### src/rtl/bus_interface_unit_if.sv
// bus_interface_unit_if: core-side single-beat request/response channel of the bus interface unit
interface bus_interface_unit_if #(
    parameter int DATA_W = 8,
    parameter int ADDR_W = 16
);
    logic              req_valid;
    logic              req_ready;
    logic              req_write;
    logic              req_fetch;
    logic [ADDR_W-1:0] req_addr;
    logic [DATA_W-1:0] req_wdata;
    logic              rsp_valid;
    logic [DATA_W-1:0] rsp_rdata;

    modport master (
        output req_valid, req_write, req_fetch, req_addr, req_wdata,
        input  req_ready, rsp_valid, rsp_rdata
    );

    modport slave (
        input  req_valid, req_write, req_fetch, req_addr, req_wdata,
        output req_ready, rsp_valid, rsp_rdata
    );
endinterface

### src/rtl/bus_interface_unit.sv
// bus_interface_unit: registered pin-level bus cycles with RDY wait states plus IRQ/NMI/SO synchronisers
module bus_interface_unit #(
    parameter int DATA_W       = 8,
    parameter int ADDR_W       = 16,
    parameter int SYNC_STAGES  = 2,
    parameter int STALL_WRITES = 0
) (
    input  logic              CLK,
    input  logic              RST_N,
    bus_interface_unit_if.slave core,
    input  logic              RDY,
    input  logic              IRQ,
    input  logic              NMI,
    input  logic              SO,
    input  logic              nmi_ack,
    output logic              irq_pending,
    output logic              nmi_pending,
    output logic              so_set,
    input  logic [DATA_W-1:0] DATA_IN,
    output logic [DATA_W-1:0] DATA_OUT,
    output logic [DATA_W-1:0] OUTPUT_ENABLE,
    output logic [ADDR_W-1:0] ADDRESS,
    output logic              RW,
    output logic              SYNC
);
    localparam logic [0:0] IDLE = 1'b0;
    localparam logic [0:0] BUS  = 1'b1;

    logic [0:0]             state_q, state_d;
    logic [ADDR_W-1:0]      address_q, address_d;
    logic [DATA_W-1:0]      data_out_q, data_out_d;
    logic [DATA_W-1:0]      oe_q, oe_d;
    logic                   rw_q, rw_d;
    logic                   sync_pin_q, sync_pin_d;
    logic                   rsp_valid_q, rsp_valid_d;
    logic [DATA_W-1:0]      rsp_rdata_q, rsp_rdata_d;
    logic [SYNC_STAGES-1:0] irq_chain_q, irq_chain_d;
    logic [SYNC_STAGES-1:0] nmi_chain_q, nmi_chain_d;
    logic [SYNC_STAGES-1:0] so_chain_q, so_chain_d;
    logic                   nmi_dly_q, nmi_dly_d;
    logic                   so_dly_q, so_dly_d;
    logic                   nmi_pending_q, nmi_pending_d;
    logic                   so_set_q, so_set_d;
    logic                   complete, ready, accept, done, s_nmi, s_so;

    // Bus sequencing: accept a request, hold the pins through wait states, capture read data on completion
    always_comb begin
        complete    = RDY | (~rw_q & (STALL_WRITES == 0));
        ready       = (state_q == IDLE) | complete;
        accept      = core.req_valid & ready;
        done        = (state_q == BUS) & complete;
        state_d     = accept ? BUS : (done ? IDLE : state_q);
        address_d   = accept ? core.req_addr : address_q;
        data_out_d  = accept ? core.req_wdata : data_out_q;
        rw_d        = accept ? ~core.req_write : (done | rw_q);
        sync_pin_d  = accept ? (core.req_fetch & ~core.req_write) : (~done & sync_pin_q);
        oe_d        = accept ? {DATA_W{core.req_write}} : (done ? '0 : oe_q);
        rsp_valid_d = done & rw_q;
        rsp_rdata_d = (done & rw_q) ? DATA_IN : rsp_rdata_q;
    end

    // Interrupt front end: flop chains for metastability, then edge detection on NMI and SO
    always_comb begin
        irq_chain_d   = {irq_chain_q[SYNC_STAGES-2:0], IRQ};
        nmi_chain_d   = {nmi_chain_q[SYNC_STAGES-2:0], NMI};
        so_chain_d    = {so_chain_q[SYNC_STAGES-2:0], SO};
        s_nmi         = nmi_chain_q[SYNC_STAGES-1];
        s_so          = so_chain_q[SYNC_STAGES-1];
        nmi_dly_d     = s_nmi;
        so_dly_d      = s_so;
        nmi_pending_d = (~s_nmi & nmi_dly_q) | (nmi_pending_q & ~nmi_ack);
        so_set_d      = ~s_so & so_dly_q;
    end

    // State registers; reset drops any bus cycle in flight and clears pending events
    always_ff @(posedge CLK or negedge RST_N) begin
        if (!RST_N) begin
            state_q       <= IDLE;
            address_q     <= '0;
            data_out_q    <= '0;
            oe_q          <= '0;
            rw_q          <= 1'b1;
            sync_pin_q    <= 1'b0;
            rsp_valid_q   <= 1'b0;
            rsp_rdata_q   <= '0;
            irq_chain_q   <= '1;
            nmi_chain_q   <= '1;
            so_chain_q    <= '1;
            nmi_dly_q     <= 1'b1;
            so_dly_q      <= 1'b1;
            nmi_pending_q <= 1'b0;
            so_set_q      <= 1'b0;
        end else begin
            state_q       <= state_d;
            address_q     <= address_d;
            data_out_q    <= data_out_d;
            oe_q          <= oe_d;
            rw_q          <= rw_d;
            sync_pin_q    <= sync_pin_d;
            rsp_valid_q   <= rsp_valid_d;
            rsp_rdata_q   <= rsp_rdata_d;
            irq_chain_q   <= irq_chain_d;
            nmi_chain_q   <= nmi_chain_d;
            so_chain_q    <= so_chain_d;
            nmi_dly_q     <= nmi_dly_d;
            so_dly_q      <= so_dly_d;
            nmi_pending_q <= nmi_pending_d;
            so_set_q      <= so_set_d;
        end
    end

    assign core.req_ready = ready;
    assign core.rsp_valid = rsp_valid_q;
    assign core.rsp_rdata = rsp_rdata_q;
    assign ADDRESS        = address_q;
    assign DATA_OUT       = data_out_q;
    assign OUTPUT_ENABLE  = oe_q;
    assign RW             = rw_q;
    assign SYNC           = sync_pin_q;
    assign irq_pending    = ~irq_chain_q[SYNC_STAGES-1];
    assign nmi_pending    = nmi_pending_q;
    assign so_set         = so_set_q;
endmodule

### src/flat_wrapper.sv
// flat-port wrapper written by rule: the top's interface ports become plain ports
module bus_interface_unit_flat 
#(
    parameter int DATA_W       = 8,
    parameter int ADDR_W       = 16,
    parameter int SYNC_STAGES  = 2,
    parameter int STALL_WRITES = 0
)
  (CLK, RST_N, RDY, IRQ, NMI, SO, nmi_ack, irq_pending, nmi_pending, so_set, DATA_IN, DATA_OUT, OUTPUT_ENABLE, ADDRESS, RW, SYNC, core_req_valid, core_req_write, core_req_fetch, core_req_addr, core_req_wdata, core_req_ready, core_rsp_valid, core_rsp_rdata);
  bus_interface_unit_if #(.DATA_W(DATA_W), .ADDR_W(ADDR_W)) core_i ();
  input  logic CLK;
  input  logic RST_N;
  input  logic RDY;
  input  logic IRQ;
  input  logic NMI;
  input  logic SO;
  input  logic nmi_ack;
  output logic irq_pending;
  output logic nmi_pending;
  output logic so_set;
  input  logic [DATA_W-1:0] DATA_IN;
  output logic [DATA_W-1:0] DATA_OUT;
  output logic [DATA_W-1:0] OUTPUT_ENABLE;
  output logic [ADDR_W-1:0] ADDRESS;
  output logic RW;
  output logic SYNC;
  input wire logic [$bits(core_i.req_valid)-1:0] core_req_valid;
  input wire logic [$bits(core_i.req_write)-1:0] core_req_write;
  input wire logic [$bits(core_i.req_fetch)-1:0] core_req_fetch;
  input wire logic [$bits(core_i.req_addr)-1:0] core_req_addr;
  input wire logic [$bits(core_i.req_wdata)-1:0] core_req_wdata;
  output wire logic [$bits(core_i.req_ready)-1:0] core_req_ready;
  output wire logic [$bits(core_i.rsp_valid)-1:0] core_rsp_valid;
  output wire logic [$bits(core_i.rsp_rdata)-1:0] core_rsp_rdata;
  assign core_i.req_valid = core_req_valid;
  assign core_i.req_write = core_req_write;
  assign core_i.req_fetch = core_req_fetch;
  assign core_i.req_addr = core_req_addr;
  assign core_i.req_wdata = core_req_wdata;
  assign core_req_ready = core_i.req_ready;
  assign core_rsp_valid = core_i.rsp_valid;
  assign core_rsp_rdata = core_i.rsp_rdata;
  bus_interface_unit #(.DATA_W(DATA_W), .ADDR_W(ADDR_W), .SYNC_STAGES(SYNC_STAGES), .STALL_WRITES(STALL_WRITES)) u_core (.CLK(CLK), .RST_N(RST_N), .core(core_i), .RDY(RDY), .IRQ(IRQ), .NMI(NMI), .SO(SO), .nmi_ack(nmi_ack), .irq_pending(irq_pending), .nmi_pending(nmi_pending), .so_set(so_set), .DATA_IN(DATA_IN), .DATA_OUT(DATA_OUT), .OUTPUT_ENABLE(OUTPUT_ENABLE), .ADDRESS(ADDRESS), .RW(RW), .SYNC(SYNC));
endmodule
### config.mk
export PLATFORM = sky130hd
export DESIGN_NAME = bus_interface_unit_flat
export DESIGN_NICKNAME = d
export VERILOG_FILES = /design/src/rtl/bus_interface_unit_if.sv /design/src/rtl/bus_interface_unit.sv /design/src/flat_wrapper.sv
export SDC_FILE = /design/constraint.sdc
export NUM_CORES = 1
export LEC_CHECK = 0
export ABC_AREA = 1
export BUFFER_PORTS_ARGS = -buffer_cell sky130_fd_sc_hd__buf_2
export CAP_MARGIN = 0
export CORE_ASPECT_RATIO = 0.5
export CORE_MARGIN = 2
export CORE_UTILIZATION = 45
export CTS_CLUSTER_DIAMETER = 50
export DETAILED_ROUTE_END_ITERATION = 16
export PLACE_DENSITY = 0.85
export SYNTH_ARGS = -nofsm -noshare
export SYNTH_HDL_FRONTEND = slang
export SYNTH_SLANG_ARGS = --single-unit
### constraint.sdc
create_clock -name CLK -period 1.35 [get_ports CLK]
set_input_delay 0.2025 -clock CLK [delete_from_list [all_inputs] [get_ports CLK]]
set_output_delay 0.2025 -clock CLK [all_outputs]
set_load 0.03 [all_outputs]
Yosys cells after proc, flatten, opt, wreduce, memory -nomap -nowiden. Index checks and enable logic that the tools add are counted.

Output and inout bits: 47. Bits in registers: 54. Logic and storage cells: 42.

Muxes and demuxes: 6. Bitwise operators: 20. Reduce and logical (&&, ||, !) cells: 1.

Operators by type and width (count): $mux W8 (2); $and A1 B1 Y1 (8); $not A1 Y1 (8); $mux W1 (4); $or A1 B1 Y1 (4); $reduce_bool A2 Y1 (1).

Longest topological paths before layout.
Depth in word-level cells: 6. Mapped depth: 6.

Least setup slack after synthesis. Ideal clock, no wire load.

Kind: reg2reg. Start point: register u_core.rw_q, in the netlist u_core.RW. End point: register u_core.address_q[2], in the netlist u_core.ADDRESS[2]. Arrival: 1.137 ns. Setup slack: 0.095 ns. Cell stages (with the launch flop): 5. Setup time: 0.118 ns. Period minus slack after synthesis: 1.255 ns. Cells stage by stage: dfstp_2 > nand3_2 > buf_2 > nand3_1 > nand2_1.

Cells in the longest elaborated chain, start to end: 4.

RTL lines: from (decl) (line bus_interface_unit.sv:33) `logic rw_q, rw_d;`; from (signal assigned) (line bus_interface_unit.sv:98) `rw_q <= rw_d;`; $not A1 Y1 (line bus_interface_unit.sv:48) `complete = RDY | (~rw_q & (STALL_WRITES == 0));`; $or A1 B1 Y1 (line bus_interface_unit.sv:48); $or A1 B1 Y1 (line bus_interface_unit.sv:49) `ready = (state_q == IDLE) | complete;`; net core_req_ready (line flat_wrapper.sv:32) `output wire logic [$bits(core_i.req_ready)-1:0] core_req_ready;`; $and A1 B1 Y1 (line bus_interface_unit.sv:50) `accept = core.req_valid & ready;`; to (signal assigned) (line bus_interface_unit.sv:95) `address_q <= address_d;`; to (decl) (line bus_interface_unit.sv:30) `logic [ADDR_W-1:0] address_q, address_d;`.

The timed path passes the listed nets, and every way through them passes these cells. A chain may end at the register's enable or synchronous reset.

Worst setup path in the final report.
Start point: register u_core.rw_q, in the netlist u_core.RW. End point: output port core_req_ready.

Cells in the longest elaborated chain, start to end: 3.

RTL lines (line): $not A1 Y1 (bus_interface_unit.sv:48); $or A1 B1 Y1 (bus_interface_unit.sv:48); $or A1 B1 Y1 (bus_interface_unit.sv:49); to (decl) (flat_wrapper.sv:32).

Every way passes these cells.

==> summary.md <==
| Metric | Value |
|---|---|
| WHS Path Cells | 2 |
| Core Rows | 16 |
| Vias/cell | 4.59 |
| # IOs | 89 |
| Initial cell density of the core | 46.8% |
| Post-Syn Area | 0.00182 mm² |
| Ys Warns | 0 |
| CORE AREA | 0.00388 mm² |
| Crit-path max cell delay | 0.57 ns |
| Hold crit path type | in2reg |
| Num CTS Buffers | 5 |
| Die height | 49.0 µm |
| Post-synth EDFFs | 0 |
| PortBufs | 88 |
| Synth top cells by count | 81 x nand2_1, 38 x dfrtp_1, 27 x nand3_1 |
| Vias in the first global route | 1513 |
| Count leader, synth | nand2_1 |
| Top_reg_cell synth | dfrtp_1 |
| Nets | 322 |
| Family with the most delay on the worst path | flip-flops |
| Drt initial violations | 83 |
| Worst setup EP type | output port |
| Fill cell count | 302 |
| Tmin final | 1.31 ns |
| Final Setup Violations | 0 |
| WP buf/inv | 1 |
| Post-synth ARST share | 100% |
| Slew headroom | 81.3% |
| Area after DPL | 0.00227 mm² |
| Final routed DRC violation total | 0 |
| Final Wtd Congestion | 0.763 |
| Final Max Slew Viols | 0 |
| Worst EP arrival | 1.11 ns |
| Top cell type's share of synthesized area | 52.3% |
| Library cells used by synthesis | 14 |
| Hpwl dp | 2.95 mm |
| Drt total wl | 4.12 mm |
| Initial antenna violation count | 0 |
| Htree depth | 2 |
| Worst Reg-to-Reg Cells | 5 |
| Synthesized instance count | 187 |
| Total chip power | 3.70 mW |
| Post-route ant nets | 0 |
| CTS clk-pin slew, worst paths | 0.09 ns |
| Leading area contributor after synthesis | dfrtp_1 |
| First-pass GRT wire length | 6.71 mm |
| Setup crit start kind | register |
| Top cells by area, synth | dfrtp_1 52%, nand2_1 17%, dfstp_2 13% |
| GRT Total Usage | 19.2% |
| CTS tree | built |
| Max-cap violations | 0 |
| CP Class | reg2out |
| Syn_area_per_cell | 9.73 µm² |
| Leakage power | 1.42 nW |
| Synth Net Count | 229 |
| CTS root buffer | clkbuf_8 |
| Worst Path Required | 1.15 ns |
| Initial DRT Pass Iterations | 4 |
| Vias | 1536 |
| Layout cells sized above 1 | 42.3% |
| Critical-path cell list | nand3_4 -> buf_6 |
| Clk_lat worst skew | 0.30 ns |
| Post-route clock period utilization | 96.9% |
| CP Max Fanout | 3 |
| Post-synthesis sequential area ratio | 65.3% |
| Largest net degree at the start of global routing | 48 |
| Final instance area | 0.00248 mm² |
| Final WS setup | 0.0419 ns |
| Final Hold Vio Count | 0 |
| Pre-CTS setup slack | 0.101 ns |
| Clk sink count | 47 |
| FMAX | 0.764 GHz |
| Slowest cell on the critical path | dfstp_2 |
| WL/cell | 12.3 µm |
| DP Cell Count | 319 |
| Clock Skew | 0.00728 ns |
| DIE AREA | 0.00460 mm² |
| Diode count | 0 |
| Stages on worst setup path | 2 |
| Non-Filler Instances | 335 |
| GR Overflow Total | 0 |
| Clock tree buffer depth | 2 |
| Pwr dens | 1490 mW/mm² |
| VDD IR max | 635 µV |
| Die Width | 93.9 µm |
| Worst slew pin tran | 0.280 ns |
| #FFs+latches synth | 47 |
| Status | finished clean |
| Area grow syn2layout | 36.2% |
==> registers in the layout, indices dropped and copies added (netlist names) <==
name                   cells
u_core.OUTPUT_ENABLE       1
u_core.SYNC                1
u_core.DATA_OUT            8
u_core.so_dly_q            1
u_core.so_set              1
u_core.ADDRESS            16
u_core.RW                  1
u_core.core.rsp_valid      1
u_core.core.rsp_rdata      8
u_core.so_chain_q          2
u_core.irq_chain_q         2
u_core.nmi_chain_q         2
u_core.nmi_pending         1
u_core.nmi_dly_q           1
u_core.state_q             1
==> routing by layer <==
| metal | vias up | share of wire [%] | global-route usage (%) |
|---|---|---|---|
| met1 | 726 | 43 | 23.7 |
| met2 | 37 | 50 | 31.1 |
| met3 | 12 | 5.2 | 5.56 |
| met4 | 0 | 2.4 | 9.66 |
| met5 | - | 0 | 0 |
| li1 | 761 | - | - |
==> worst paths after layout <==
kind	start	slack [ns]	end
worst max-delay path	u_core.RW$_DFF_PN1_	0.04	core_req_ready
worst min-delay path	nmi_ack	0.07	u_core.nmi_pending$_DFF_PN0_
worst max register to register	u_core.RW$_DFF_PN1_	0.08	u_core.DATA_OUT[7]$_DFFE_PN0P_
worst min register to register	u_core.irq_chain_q[0]$_DFF_PN1_	0.36	u_core.irq_chain_q[1]$_DFF_PN1_
max in group asynchronous	RST_N	0.66	u_core.nmi_dly_q$_DFF_PN1_
min in group asynchronous	RST_N	0.43	u_core.ADDRESS[7]$_DFFE_PN0P_
==> worst register-to-register path, cell delays in order (launching register included) <==
cell,delay (ns)
dfstp_2,0.57
nand3_4,0.08
buf_4,0.16
buf_4,0.18
nand3_1,0.10
nand2_1,0.07
==> metrics by stage <==
stage                     util (%)  hold slack [ns]   TNS [ns]
after global placement        58.5            0.193          0
after CTS                     63.4           0.0551          0
after global routing          63.8           0.0467  -0.000834
after floorplan                  -          -0.0931          0
final                         63.8           0.0665          0
after detailed placement      58.5            0.212          0
==> final cells by class <==
type,instances,area (µm²),area share [%]
Sequential cell,47,1190,47.9
Timing Repair Buffer,100,559,22.6
Multi-Input combinational cell,115,505,20.4
Clock buffer,5,68.8,2.78
Tap cell,54,67.6,2.73
Clock inverter,3,43.8,1.77
Inverter,10,41.3,1.67
Timing Repair inverter,1,5.00,0.202
==> power by group <==
part	switching [mW]	internal, mW
logic	0.690	0.300
clock network	0.460	0.551
registers	0.0998	1.60
==> placed cells by master, fill, tap and decap left out <==
| master | n |
|---|---|
| buf_2 | 87 |
| or2_2 | 1 |
| nand2_4 | 1 |
| clkinv_2 | 1 |
| clkinv_4 | 1 |
| o22ai_1 | 1 |
| dfstp_2 | 9 |
| inv_1 | 9 |
| nand2_1 | 81 |
| nand3_4 | 2 |
| bufinv_16 | 1 |
| nand3_1 | 27 |
| nor2_1 | 2 |
| dfrtp_1 | 38 |
| clkinvlp_2 | 1 |
| buf_12 | 1 |
| dlygate4sd3_1 | 4 |
| clkbuf_8 | 5 |
| clkinvlp_4 | 1 |
| buf_4 | 7 |
| buf_6 | 1 |
==> what timing repair did <==
action,CTS,global route
hold buffers,4,0
buffers inserted,3,0
setup endpoints to repair,1,7
endpoints found under the hold margin,41,0
gates resized for setup,3,2
pin swaps,1,0
gates cloned,0,1
==> logic make-up (layout without fill, tap and decap cells) <==
logic type / count (synthesis) / after routing / synth area share [%]
simple gates: 114 / 114 / 26.6
flops: 47 / 47 / 65.3
buf+inv: 25 / 119 / 7.77
compound gates: 1 / 1 / 0.344
(Power assumes the default switching activity.)
